[config.mk]
export PLATFORM = sky130hd
export DESIGN_NAME = wide_add_sequencer
export DESIGN_NICKNAME = d
export VERILOG_FILES = /design/src/rtl/wide_add_sequencer_pkg.sv /design/src/rtl/Sklanksy.sv /design/src/rtl/wide_add_sequencer.sv
export SDC_FILE = /design/constraint.sdc
export NUM_CORES = 1
export LEC_CHECK = 0
export CAP_MARGIN = 20
export CORE_MARGIN = 4
export CORE_UTILIZATION = 41
export DETAILED_ROUTE_END_ITERATION = 8
export PLACE_DENSITY = 0.73
export SYNTH_ARGS = -nofsm -noshare
export SYNTH_HDL_FRONTEND = slang
export SYNTH_SLANG_ARGS = --single-unit
[constraint.sdc]
create_clock -name clk -period 3.2 [get_ports clk]
set_clock_uncertainty 0.15 [all_clocks]
set_input_delay 0.64 -clock clk [delete_from_list [all_inputs] [get_ports clk]]
set_output_delay 0.64 -clock clk [all_outputs]
set_load 0.02 [all_outputs]
[src/rtl/wide_add_sequencer_pkg.sv]
// Shared definitions for the multi-precision add/subtract sequencer.
// Limb width and sequencer FSM state encoding.
// Imported by the sequencer top and its prefix adder.
package wide_add_sequencer_pkg;

  localparam int LIMB_W = 16;

  typedef enum logic {
    IDLE = 1'b0,
    BUSY = 1'b1
  } state_t;

endpackage

[src/rtl/Sklanksy.sv]
// 16-bit Sklansky parallel-prefix adder with carry-in and carry-out.
// Latency: purely combinational, zero cycles.
// Backpressure: none, no state and no handshake.
module Sklanksy
  import wide_add_sequencer_pkg::*;
(
  input  logic [LIMB_W-1:0] a,
  input  logic [LIMB_W-1:0] b,
  input  logic              cin,
  output logic [LIMB_W-1:0] sum,
  output logic              cout
);

  localparam int LVLS = $clog2(LIMB_W);

  // Prefix tree: at level l, every bit whose l-th index bit is set absorbs the
  // group ending just below its 2^l-aligned block. Cin is folded into bit 0's
  // generate, so the final group generate of bit i is the carry into bit i+1.
  function automatic logic [LIMB_W:0] prefix_add(input logic [LIMB_W-1:0] x,
                                                 input logic [LIMB_W-1:0] y,
                                                 input logic            ci);
    logic [LIMB_W-1:0] prop;
    logic [LIMB_W-1:0] g;
    logic [LIMB_W-1:0] p;
    logic [LIMB_W-1:0] g_nxt;
    logic [LIMB_W-1:0] p_nxt;
    prop = x ^ y;
    g    = x & y;
    g[0] = g[0] | (prop[0] & ci);
    p    = prop;
    for (int l = 0; l < LVLS; l++) begin
      g_nxt = g;
      p_nxt = p;
      for (int i = 0; i < LIMB_W; i++) begin
        if (((i >> l) & 1) != 0) begin
          int j;
          j = ((i >> l) << l) - 1;
          g_nxt[i] = g[i] | (p[i] & g[j]);
          p_nxt[i] = p[i] & p[j];
        end
      end
      g = g_nxt;
      p = p_nxt;
    end
    return {g[LIMB_W-1], prop ^ {g[LIMB_W-2:0], ci}};
  endfunction

  // Split the packed carry/sum result onto the ports.
  always_comb begin
    {cout, sum} = prefix_add(a, b, cin);
  end

endmodule

[src/rtl/wide_add_sequencer.sv]
// Multi-precision add/subtract over 16-bit limbs, LS limb first, via one prefix adder.
// Latency: one cycle; a limb accepted at edge N is presented on out_* after edge N.
// Backpressure: in_ready = !out_valid | out_ready; outputs hold while stalled.
module wide_add_sequencer
  import wide_add_sequencer_pkg::*;
#(
  parameter int MAX_LIMBS = 8,
  parameter int IDX_W     = $clog2(MAX_LIMBS)
) (
  input  logic              clk,
  input  logic              rst,
  input  logic              in_valid,
  output logic              in_ready,
  input  logic [LIMB_W-1:0] in_a,
  input  logic [LIMB_W-1:0] in_b,
  input  logic              in_first,
  input  logic              in_last,
  input  logic              in_sub,
  output logic              out_valid,
  input  logic              out_ready,
  output logic [LIMB_W-1:0] out_sum,
  output logic [IDX_W-1:0]  out_idx,
  output logic              out_last,
  output logic              out_carry,
  output logic              out_ovf,
  output logic              out_err
);

  localparam int MSB = LIMB_W - 1;
  localparam logic [IDX_W-1:0] IDX_MAX = IDX_W'(MAX_LIMBS - 1);

  state_t            state;
  logic              carry_q;
  logic              sub_q;
  logic              accept;
  logic              start;
  logic              sub_eff;
  logic              add_cin;
  logic              add_cout;
  logic              sat;
  logic              frame_err;
  logic [LIMB_W-1:0] add_b;
  logic [LIMB_W-1:0] add_sum;

  assign in_ready = !out_valid | out_ready;
  assign accept   = in_valid & in_ready;

  // A limb opens a new operation when flagged first, or when no operation is
  // open (including right after reset, where a missing first flag is an error).
  assign start   = in_first | (state == IDLE);
  assign sub_eff = start ? in_sub : sub_q;
  assign add_b   = sub_eff ? ~in_b : in_b;
  assign add_cin = start ? sub_eff : carry_q;

  // Index saturates at the last legal slot; further limbs reuse it and are flagged.
  assign sat       = !start && (out_idx == IDX_MAX);
  assign frame_err = (in_first & (state == BUSY)) | (!in_first & (state == IDLE)) | sat;

  Sklanksy u_adder (
    .a    (in_a),
    .b    (add_b),
    .cin  (add_cin),
    .sum  (add_sum),
    .cout (add_cout)
  );

  // Output register, carry/sub/index chain and the IDLE/BUSY operation FSM.
  always_ff @(posedge clk or posedge rst) begin
    if (rst) begin
      state     <= IDLE;
      carry_q   <= 1'b0;
      sub_q     <= 1'b0;
      out_valid <= 1'b0;
      out_sum   <= '0;
      out_idx   <= '0;
      out_last  <= 1'b0;
      out_carry <= 1'b0;
      out_ovf   <= 1'b0;
      out_err   <= 1'b0;
    end else begin
      if (accept) begin
        out_valid <= 1'b1;
      end else if (out_ready) begin
        out_valid <= 1'b0;
      end

      if (accept) begin
        out_sum   <= add_sum;
        carry_q   <= add_cout;
        out_idx   <= start ? '0 : (sat ? out_idx : out_idx + IDX_W'(1));
        out_last  <= in_last;
        out_carry <= in_last & add_cout;
        out_ovf   <= in_last & (in_a[MSB] == add_b[MSB]) & (add_sum[MSB] != in_a[MSB]);
        out_err   <= frame_err;
        state     <= in_last ? IDLE : BUSY;
        if (start) begin
          sub_q <= in_sub;
        end
      end
    end
  end

endmodule

Word level (Yosys, flattened, before mapping):

Cells that the tools add are included.

* add/subtract/negate cells: 1
* equal/unequal tests: 4
* multiplexer cells: 8
* bitwise operators: 98
* reduce and logical (&&, ||, !) cells: 6

Operator list (count)
* bitwise AND 1 bit: 56
* bitwise OR 1 bit: 37
* XOR 16 bit: 2
* bitwise AND 16 bit: 1
* two-way mux 16 bit: 1
* inverter 16 bit: 1
* two-way mux 3 bit: 2
* two-way mux 1 bit: 5
* adder 3 x 1 -> 3 bit, second input constant: 1
* equality test 3 bit, second input constant: 1
* logical NOT 1 bit: 3
* inequality test 2 bit, second input constant: 1
* AND reduction 2 bit: 1
* nonzero test 2 bit: 1
* equality test 1 bit: 1
* logical AND 1 bit: 1
* inequality test 1 bit: 1
* inverter 1 bit: 1

* register bits: 27
* word-level logic and storage cells: 127

Depth between registers and ports, before layout:

Gate-level depths: netlist of the first run.

* depth after elaboration: 18
* gate-level depth with buffers: 16
* mapped depth without buffers: 15

Hierarchy:

Synthesis of the first run repeated with hierarchy kept, for this count alone.

* cell total of the unflattened synthesis: 189
* area total of the unflattened synthesis: 1994.4 µm²

By module, submodules not included
* wide_add_sequencer: times used 1, cells an instance 105, area each 1297.5 µm²
* Sklanksy: times used 1, cells an instance 84, area each 696.9 µm²

Worst setup path before layout of the first run:

No wires, ideal clock.

* path type: input to register
* start: input port in_first
* end: register out_sum[8]
* library setup time: 116 ps
* arrival: 3492 ps
* data required time: 2934 ps
* path slack: -558 ps
* stages on the path: 16
* buffers on the path: 1
* path through: inv_1 > ha_1 > buf_2 > nor2b_1 > a21oi_2 > xor2_1 > fa_1 > fa_1 > nand2b_1 > a21o_1 > nand2_1 > a21oi_1 > o21bai_1 > fa_1 > nand2_1 > nand2_1

* longest elaborated chain between the ends: 13
* elaborated cells on any way between the ends: 27
* classes of those cells: mux: 3; bitwise: 24

Ends and longest elaborated chain
* from (decl): RTL line wide_add_sequencer.sv:16 `input logic in_first,`
* bitwise OR 1 bit (*): RTL line wide_add_sequencer.sv:50 `assign start = in_first | (state == IDLE);`
* two-way mux 1 bit
* two-way mux 16 bit: RTL line wide_add_sequencer.sv:52 `assign add_b = sub_eff ? ~in_b : in_b;`
* XOR 16 bit: RTL line Sklanksy.sv:27 `prop = x ^ y;`
* bitwise AND 1 bit: RTL line Sklanksy.sv:29 `g[0] = g[0] | (prop[0] & ci);`
* bitwise OR 1 bit: RTL line Sklanksy.sv:29
* bitwise AND 1 bit: RTL line Sklanksy.sv:38 `g_nxt[i] = g[i] | (p[i] & g[j]);`
* bitwise OR 1 bit: RTL line Sklanksy.sv:38
* bitwise AND 1 bit: RTL line Sklanksy.sv:38
* bitwise OR 1 bit: RTL line Sklanksy.sv:38
* bitwise AND 1 bit: RTL line Sklanksy.sv:38
* bitwise OR 1 bit: RTL line Sklanksy.sv:38
* XOR 16 bit (*): RTL line Sklanksy.sv:45 `return {g[LIMB_W-1], prop ^ {g[LIMB_W-2:0], ci}};`
* via add_sum[8]: RTL line wide_add_sequencer.sv:43 `logic [LIMB_W-1:0] add_sum;`
* to (signal assigned): RTL line wide_add_sequencer.sv:88 `out_sum <= add_sum;`
* to (decl): RTL line wide_add_sequencer.sv:21 `output logic [LIMB_W-1:0] out_sum,`

The timed path passes the listed nets; every way through them passes the cells marked *.
A chain may end at the register's enable or synchronous reset.

Worst setup path after layout of the first run:

Ends and elaborated chain as after synthesis.

==> summary.log, run 1 <==
INFO  outcome        status=finished, final reports clean
INFO  timing         tightest_slew=578ps
INFO  global_routing grt.total_usage=0.157
INFO  timing         final_report_hold_violation_count=0
INFO  placement      detailed_place.area=2860µm²
INFO  timing         final-setup-viol-count=0
INFO  worst_setup_path start_kind=primary input
INFO  worst_setup_path arrival=3180ps
INFO  die            die_area=5780µm²
INFO  layout         most-common-layout-cells=sky130_fd_sc_hd__clkdlybuf4s50_1 (60), sky130_fd_sc_hd__nand2_1 (32), sky130_fd_sc_hd__buf_4 (32), sky130_fd_sc_hd__dfrtp_1 (27), sky130_fd_sc_hd__xnor2_1 (22)
INFO  die            fp.dieW=76.0µm
INFO  clocking       holdBufCountCts=0
INFO  placement      port_buffers=63
INFO  hold_path      worst_hold_path_type=reg -> reg
INFO  route          total_length_of_routed_wires=4450µm
INFO  pwr            power.ir.vdd_worst=0.241mV
INFO  layout         layoutNonFillerInstCount=349
INFO  clocking       clock_insertion_delay_worst_skew=270ps
INFO  synth          ys.warnings.count=0
INFO  worst_setup_path crit_fanout=4
INFO  clocking       cts-htree-levels=1
INFO  route          routed_len_inst=12.7µm
INFO  route          detailedRoute.firstIterationViolations=34
INFO  synth          yosys.cell_types.count=39
INFO  clocking       clock_path_buffers=2
INFO  clocking       cts-root-buf=sky130_fd_sc_hd__clkbuf_8
INFO  clocking       cts.sink_count=27
INFO  die            num_rows=24
INFO  pwr            leakagePower=0.00131µW
INFO  layout         final_net_count=359
INFO  layout         multiInputGateArea=1210µm²
INFO  layout         mostFrequentLayoutCell=sky130_fd_sc_hd__clkdlybuf4s50_1
INFO  global_routing first_global_vias=1741
INFO  layout         ff_latch_area=676µm²
INFO  timing         period_minus_ws_final=3150ps
INFO  flow_run       max_cap_violations=0
INFO  synth          netlist_instances=204
INFO  layout         drive_gt1_frac=0.195
INFO  route          antenna_left=0
INFO  synth          syn_nets=265
INFO  layout         diodes=0
INFO  die            design.portCount=64
INFO  route          route.detailed.vias_per_inst=4.99
INFO  die            initial_core_util=0.430
INFO  clocking       tritoncts_clock_tree=done
INFO  timing         unrepaired_setup_endpoints_after_global_routing=yes
INFO  pwr            p_total=1580µW
INFO  global_routing grt_max_degree=28
INFO  route          remaining_drc_errors=0
INFO  synth          synth.yosys.seq_area_share=0.356
INFO  clocking       cts_made_buffers=3
INFO  timing         slew_headroom=0.614
INFO  timing         post-route-period-util=0.986
INFO  timing         layout_setup_ws=45.8ps
INFO  clocking       worst_setup_hold_path_clk_slew=90ps
INFO  layout         area_delta_synth_final=54.7%
INFO  synth          syn_avg_cell_area=9.30µm²
INFO  global_routing grt_first_pass_wirelength=7630µm
INFO  worst_setup_path required=3230ps
INFO  pwr            power.density_cell_area=538nW/µm²
INFO  layout         design_area=2940µm²
INFO  synth          synth_seq_cells=27
INFO  route          detail_route.first_pass.iterations=4
INFO  placement      gpl.final_weighted_congestion=0.762
INFO  worst_setup_path timing.setup.critical_path_class=in -> reg
INFO  die            chipHeight=76.0µm
INFO  layout         number_of_fill_cells_in_the_layout=390
INFO  global_routing grt_antenna_before_repair=0
INFO  timing         maxSlewViolCount=0
INFO  global_routing globalRoute.totalOverflow=0
INFO  synth          syn_area=1900µm²
INFO  die            floorplan.core_area=4410µm²
INFO  placement      pre_cts_ws=-808ps
INFO  placement      detailed_place_hpwl=3620µm
INFO  timing         max_clock_freq=317MHz
INFO  worst_setup_path critical_path.endpoint_type=flop
INFO  placement      dp_cells=344
INFO  route          route.vias.total=1743
## logic make-up after synthesis
group	count (synthesis)	synth area share
and+or+nand+nor	61	0.153
AOI/OAI and AO/OA	50	0.167
DFF	27	0.356
xor gates and xnor gates	26	0.120
adders and majority gates	22	0.165
buffers and inverters	18	0.0389
## path summary, 6_finish.rpt
path | from | to | slack (ps) | cells past startpoint
setup / recovery | in_first | out_sum[8]$_DFFE_PP0P_ | 50 | 16
hold / removal | out_sum[2]$_DFFE_PP0P_ | out_sum[2]$_DFFE_PP0P_ | 340 | 2
setup reg to reg | state$_DFFE_PP0P_ | out_sum[8]$_DFFE_PP0P_ | 90 | 14
hold reg to reg | out_sum[2]$_DFFE_PP0P_ | out_sum[2]$_DFFE_PP0P_ | 340 | 2
max in group asynchronous | rst | state$_DFFE_PP0P_ | 2060 | 3
min in group asynchronous | rst | out_sum[4]$_DFFE_PP0P_ | 580 | 3
## state kept, by name (all words and copies together) (netlist names)
register and cells:
out_ovf 1, out_last 1, out_carry 1, state 1, out_valid 1, carry_q 1
out_idx 3, out_sum 16, out_err 1, sub_q 1
## critical path, cell delays in order
cell	delay [ps]
sky130_fd_sc_hd__buf_8	90
sky130_fd_sc_hd__inv_12	30
sky130_fd_sc_hd__ha_4	170
sky130_fd_sc_hd__nor2b_4	140
sky130_fd_sc_hd__a21oi_4	50
sky130_fd_sc_hd__xor2_2	160
sky130_fd_sc_hd__fa_2	360
sky130_fd_sc_hd__fa_2	340
sky130_fd_sc_hd__nand2b_4	150
sky130_fd_sc_hd__a21o_1	180
sky130_fd_sc_hd__nand2_2	70
sky130_fd_sc_hd__a21oi_2	60
sky130_fd_sc_hd__o21bai_1	170
sky130_fd_sc_hd__fa_2	450
sky130_fd_sc_hd__nand2_1	60
sky130_fd_sc_hd__nand2_1	50
## layer usage
layer	global-route usage	share of wire	up-vias
met5	0	0	-
met4	0.0534	0.014	0
met3	0.0201	0.047	5
met2	0.295	0.52	42
met1	0.180	0.42	806
li1	-	-	890
## metrics by stage
step,hold WS [ps],util,TNS [ps]
floorplan,317,-,-459
global placement,310,0.648,-9690
detailed placement,321,0.648,-10410
CTS,342,0.663,-74.9
global route,359,0.665,-193
finish,339,0.665,0
## Yosys cell counts
cell type / number / area, µm²
sky130_fd_sc_hd__a31oi_1: 1 / 6.26
sky130_fd_sc_hd__buf_2: 2 / 10.0
sky130_fd_sc_hd__a21oi_1: 12 / 60.1
sky130_fd_sc_hd__a211oi_2: 1 / 12.5
sky130_fd_sc_hd__fa_1: 5 / 100
sky130_fd_sc_hd__xor2_1: 4 / 35.0
sky130_fd_sc_hd__nand3_2: 1 / 10.0
sky130_fd_sc_hd__xnor2_1: 22 / 193
sky130_fd_sc_hd__nand2b_1: 4 / 25.0
sky130_fd_sc_hd__and2_1: 2 / 12.5
sky130_fd_sc_hd__nand3_1: 4 / 20.0
sky130_fd_sc_hd__o32ai_1: 1 / 8.76
sky130_fd_sc_hd__or3_1: 2 / 12.5
sky130_fd_sc_hd__a22o_1: 2 / 17.5
sky130_fd_sc_hd__nor2b_1: 1 / 6.26
sky130_fd_sc_hd__o21ai_0: 20 / 100
sky130_fd_sc_hd__a21oi_2: 3 / 26.3
sky130_fd_sc_hd__nor4_1: 1 / 6.26
sky130_fd_sc_hd__or2_0: 1 / 6.26
sky130_fd_sc_hd__o21bai_1: 1 / 7.51
sky130_fd_sc_hd__clkbuf_1: 4 / 15.0
sky130_fd_sc_hd__nor3_1: 3 / 15.0
sky130_fd_sc_hd__a21o_1: 2 / 15.0
sky130_fd_sc_hd__nand2_1: 33 / 124
sky130_fd_sc_hd__o22ai_1: 1 / 6.26
sky130_fd_sc_hd__nor2_1: 4 / 15.0
sky130_fd_sc_hd__or4_1: 1 / 7.51
sky130_fd_sc_hd__and3_1: 1 / 6.26
sky130_fd_sc_hd__o2111ai_1: 1 / 8.76
sky130_fd_sc_hd__nand3b_1: 1 / 7.51
sky130_fd_sc_hd__o21a_1: 1 / 7.51
sky130_fd_sc_hd__ha_1: 17 / 213
sky130_fd_sc_hd__dfrtp_1: 27 / 676
sky130_fd_sc_hd__o211ai_2: 2 / 25.0
sky130_fd_sc_hd__a211oi_1: 2 / 15.0
sky130_fd_sc_hd__buf_4: 1 / 7.51
sky130_fd_sc_hd__nand2b_2: 1 / 8.76
sky130_fd_sc_hd__inv_1: 11 / 41.3
sky130_fd_sc_hd__and3_2: 1 / 7.51
## power breakdown
| part | switching, µW | internal, µW | total, µW |
|---|---|---|---|
| registers | 55.2 | 434 | 489 |
| logic | 424 | 470 | 894 |
| clock network | 108 | 87.4 | 196 |
## final cells by class
type                       instances  share of cell area
multi-input combinational        159               0.412
timing repair buffer              96               0.301
sequential                        27               0.230
tap                               52              0.0222
inverter                          11              0.0183
clock buffer                       3              0.0141
clock inverter                     1             0.00171
## repair_timing
item	in CTS	in global routing
resized for setup	10	4
buffers inserted	1	0
endpoints found under the hold margin	0	0
pin swaps	7	5
gates cloned	0	0
setup endpoints to repair	15	12
Power figures use the tool's default switching activity.
==> run 2: changes to the inputs <==
Settings changed: CORE_UTILIZATION 41 to 42, PLACE_DENSITY 0.73 to 0.74, SYNTH_HIERARCHICAL set to 1.
==> run 2 against run 1 <==
  * The run now ends with negative setup slack left
  * Via count down 0.75%
  * Non-clock buffer count up 11
  * Cell area up 9.1%
  * Clock power up 6%
  * Clock-buffer cell count unchanged
  * Combinational power up 23%
  * Area after synthesis up 5.1%
  * Sequential share of layout area down 1.9 points
==> summary.log, run 2 <==
INFO  timing         tightest_slew=466ps
INFO  clocking       cts-root-buf=sky130_fd_sc_hd__clkbuf_8
INFO  synth          async_reset_ff_frac=1.00
INFO  clocking       cts_made_buffers=3
INFO  layout         multiInputGateArea=1350µm²
INFO  timing         post-route-period-util=1.06
INFO  timing         max_clock_freq=295MHz
INFO  global_routing globalRoute.totalOverflow=0
INFO  die            fp.dieW=76.9µm
INFO  pwr            leakagePower=0.00146µW
INFO  synth          commonest_cells_in_the_synthesized_netlist=sky130_fd_sc_hd__dfrtp_1 (27), sky130_fd_sc_hd__mux2_2 (18), sky130_fd_sc_hd__xnor2_1 (18), sky130_fd_sc_hd__ha_1 (17), sky130_fd_sc_hd__inv_1 (15)
INFO  pwr            p_total=1830µW
INFO  die            initial_core_util=0.446
INFO  placement      gpl.final_weighted_congestion=0.822
INFO  worst_setup_path timing.setup.critical_path_class=in -> reg
INFO  placement      detailed_place_hpwl=3560µm
INFO  synth          synth-edff-count=0
INFO  clocking       worst_setup_hold_path_clk_slew=110ps
INFO  layout         final_net_count=357
INFO  timing         final_report_hold_violation_count=0
INFO  worst_setup_path arrival=3410ps
INFO  layout         post-route-util=0.716
INFO  die            chipHeight=76.9µm
INFO  timing         maxSlewViolCount=0
INFO  synth          syn_area=1990µm²
INFO  synth          synth.yosys.seq_area_share=0.339
INFO  worst_setup_path critPathSlowestCell=sky130_fd_sc_hd__or3_4
INFO  global_routing grt_first_pass_wirelength=7690µm
INFO  layout         top_register=out_sum
INFO  hold_path      worst_hold_path_type=reg -> reg
INFO  die            num_rows=24
INFO  worst_setup_path cpLargestDelayFamily=adder cells
INFO  synth          ys.warnings.count=6
INFO  clocking       holdBufCountCts=0
INFO  worst_setup_path critical_path.endpoint_type=flop
INFO  global_routing grt_max_degree=28
INFO  synth          yosys.cell_types.count=46
INFO  worst_setup_path setup.worst_path.start=in_first
INFO  timing         final-setup-viol-count=10
INFO  layout         most-common-layout-cells=sky130_fd_sc_hd__clkdlybuf4s50_1 (61), sky130_fd_sc_hd__buf_4 (40), sky130_fd_sc_hd__dfrtp_1 (27), sky130_fd_sc_hd__xnor2_1 (16), sky130_fd_sc_hd__ha_1 (16)
INFO  worst_setup_path cp_num_buf_inv=4
INFO  worst_setup_path critPathMostFrequentCell=sky130_fd_sc_hd__fa_2
INFO  worst_setup_path start_kind=primary input
INFO  route          total_length_of_routed_wires=4640µm
INFO  synth          synth_ff_type=sky130_fd_sc_hd__dfrtp_1
INFO  clocking       clock_path_buffers=2
INFO  layout         biggestRegsByFlops=out_sum (16), out_idx (3)
INFO  pwr            power.density_cell_area=573nW/µm²
INFO  route          detail_route.first_pass.iterations=4
INFO  worst_setup_path worst_path_largest_cell_delay=380ps
INFO  die            die_area=5920µm²
INFO  synth          netlist_instances=189
INFO  placement      port_buffers=63
INFO  layout         mostFrequentLayoutCell=sky130_fd_sc_hd__clkdlybuf4s50_1
INFO  timing         period_minus_ws_final=3390ps
INFO  layout         area_delta_synth_final=60.6%
INFO  timing         slew_headroom=0.689
INFO  clocking       cts.sink_count=27
INFO  timing         unrepaired_setup_endpoints_after_global_routing=yes
INFO  synth          yosysMostFrequentCell=sky130_fd_sc_hd__dfrtp_1
INFO  synth          syn_avg_cell_area=10.6µm²
INFO  clocking       tritoncts_clock_tree=done
INFO  route          antenna_left=0
INFO  clocking       clock_insertion_delay_worst_skew=270ps
INFO  synth          synth_top_cells_by_area=sky130_fd_sc_hd__dfrtp_1 (34%), sky130_fd_sc_hd__ha_1 (11%), sky130_fd_sc_hd__mux2_2 (10%)
INFO  layout         drive_gt1_frac=0.315
INFO  layout         number_of_fill_cells_in_the_layout=323
INFO  worst_setup_path crit_fanout=4
INFO  clocking       cts-htree-levels=1
INFO  global_routing first_global_vias=1760
INFO  die            design.portCount=64
INFO  outcome        violations=negative setup slack
INFO  synth          yosys.area.top_type_share=0.339
INFO  timing         layout_setup_ws=-192ps
INFO  layout         ff_latch_area=676µm²
INFO  route          route.vias.total=1730
INFO  global_routing grt_antenna_before_repair=0
INFO  layout         largest_register_ffs=16
INFO  route          route.detailed.vias_per_inst=4.99
INFO  pwr            power.ir.vdd_worst=0.396mV
INFO  global_routing grt.total_usage=0.157
INFO  route          detailedRoute.firstIterationViolations=50
INFO  route          routed_len_inst=13.4µm
INFO  worst_setup_path required=3220ps
INFO  die            floorplan.core_area=4470µm²
INFO  worst_setup_path timing.rr.start=state$_DFFE_PP0P_
INFO  outcome        status=finished with violations
INFO  route          remaining_drc_errors=0
INFO  flow_run       max_cap_violations=0
INFO  hold_path      startpoint_of_the_lowest_slack_hold_path=out_last$_DFFE_PP0P_
INFO  layout         diodes=0
INFO  worst_setup_path worstPathCellList=buf_8, inv_12, ha_4, mux2i_4, xnor2_2, inv_1, fa_2, inv_2, fa_2, a211oi_2, o21ai_2, nor3b_4, o21a_1, or3_4, mux2_4
INFO  synth          syn_nets=250
INFO  synth          synth_seq_cells=27
INFO  synth          post-synth-top-area-cell=sky130_fd_sc_hd__dfrtp_1
==> run 2: cell count changes after synthesis, moves of 3 or more <==
cell / delta
sky130_fd_sc_hd__nand2_1: -19
sky130_fd_sc_hd__mux2_2: +18
sky130_fd_sc_hd__o21ai_0: -12
sky130_fd_sc_hd__a21oi_1: -7
sky130_fd_sc_hd__inv_1: +4
sky130_fd_sc_hd__xnor2_1: -4
sky130_fd_sc_hd__clkbuf_1: -3
==> run 2: per-stage QoR <==
| step | setup TNS [ps] | setup slack (ps) | hold slack (ps) | cells | area [µm²] |
|---|---|---|---|---|---|
| 3_5_place_dp | -12180 | -954 | 319 | 331 | 2970 |
| 3_3_place_gp | -11210 | -881 | 313 | 331 | 2970 |
| 2_1_floorplan | -3230 | -436 | 324 | 189 | 2050 |
| 6_report | -1050 | -192 | 338 | 347 | 3200 |
| 4_1_cts | -1040 | -183 | 346 | 337 | 3050 |
| 5_1_grt | -2440 | -305 | 385 | 347 | 3200 |
==> run 2: what timing repair did <==
action | 4_1_cts | 5_1_grt
pin swaps | 19 | 19
setup buffers | 2 | 11
endpoints found under the setup margin | 17 | 12
gates resized for setup | 15 | 14
==> run 2: final timing paths <==
check                                                to  slack, ps  cells after the start
worst max-delay path                carry_q$_DFFE_PP0P_       -190                     15
min in group asynchronous        out_sum[0]$_DFFE_PP0P_        560                      3
worst min-delay path               out_last$_DFFE_PP0P_        340                      2
worst min register to register     out_last$_DFFE_PP0P_        340                      2
worst max register to register      carry_q$_DFFE_PP0P_       -120                     13
max in group asynchronous       out_sum[10]$_DFFE_PP0P_       2080                      3
==> run 2: worst register-to-register path: cells and delay by family, from the launching register on <==
kind | cells | cell delay, ps
AND/OR/NAND/NOR | 2 | 560
AO/OA/AOI/OAI | 3 | 590
adder cells (fa/ha/maj) | 3 | 720
multiplexers | 2 | 560
flip-flops | 1 | 420
buffers and inverters | 3 | 220
==> run 2: area by class of cell <==
type,count,area share
Clock buffer,3,0.0129
Clock inverter,1,0.00234
Inverter,15,0.0215
Multi-Input combinational cell,142,0.421
Sequential cell,27,0.211
Tap cell,52,0.0203
Timing Repair Buffer,107,0.311
==> run 2: cell families (layout without fill, tap and decap cells) <==
group | Yosys count | in the layout | share of synthesized area
AOI/OAI and AO/OA | 36 | 36 | 0.124
DFF | 27 | 27 | 0.339
buffers and inverters | 20 | 126 | 0.0445
xor gates and xnor gates | 25 | 25 | 0.114
and+or+nand+nor | 39 | 39 | 0.104
adders and majority gates | 22 | 22 | 0.157
muxes | 20 | 20 | 0.118
==> run 2: layer usage <==
| layer | up-vias | GRT usage | wire [µm] |
|---|---|---|---|
| met3 | 2 | 0.0176 | 165 |
| met2 | 36 | 0.295 | 2430 |
| met4 | 0 | 0.0399 | 34 |
| met1 | 826 | 0.189 | 2010 |
| li1 | 866 | - | - |
| met5 | - | 0 | 0 |
==> run 2: where the power goes <==
group	leakage [µW]	internal, µW	switching (µW)
clock	0.0000217	88.5	120
combinational	0.00111	621	478
sequential	0.000327	461	66.7
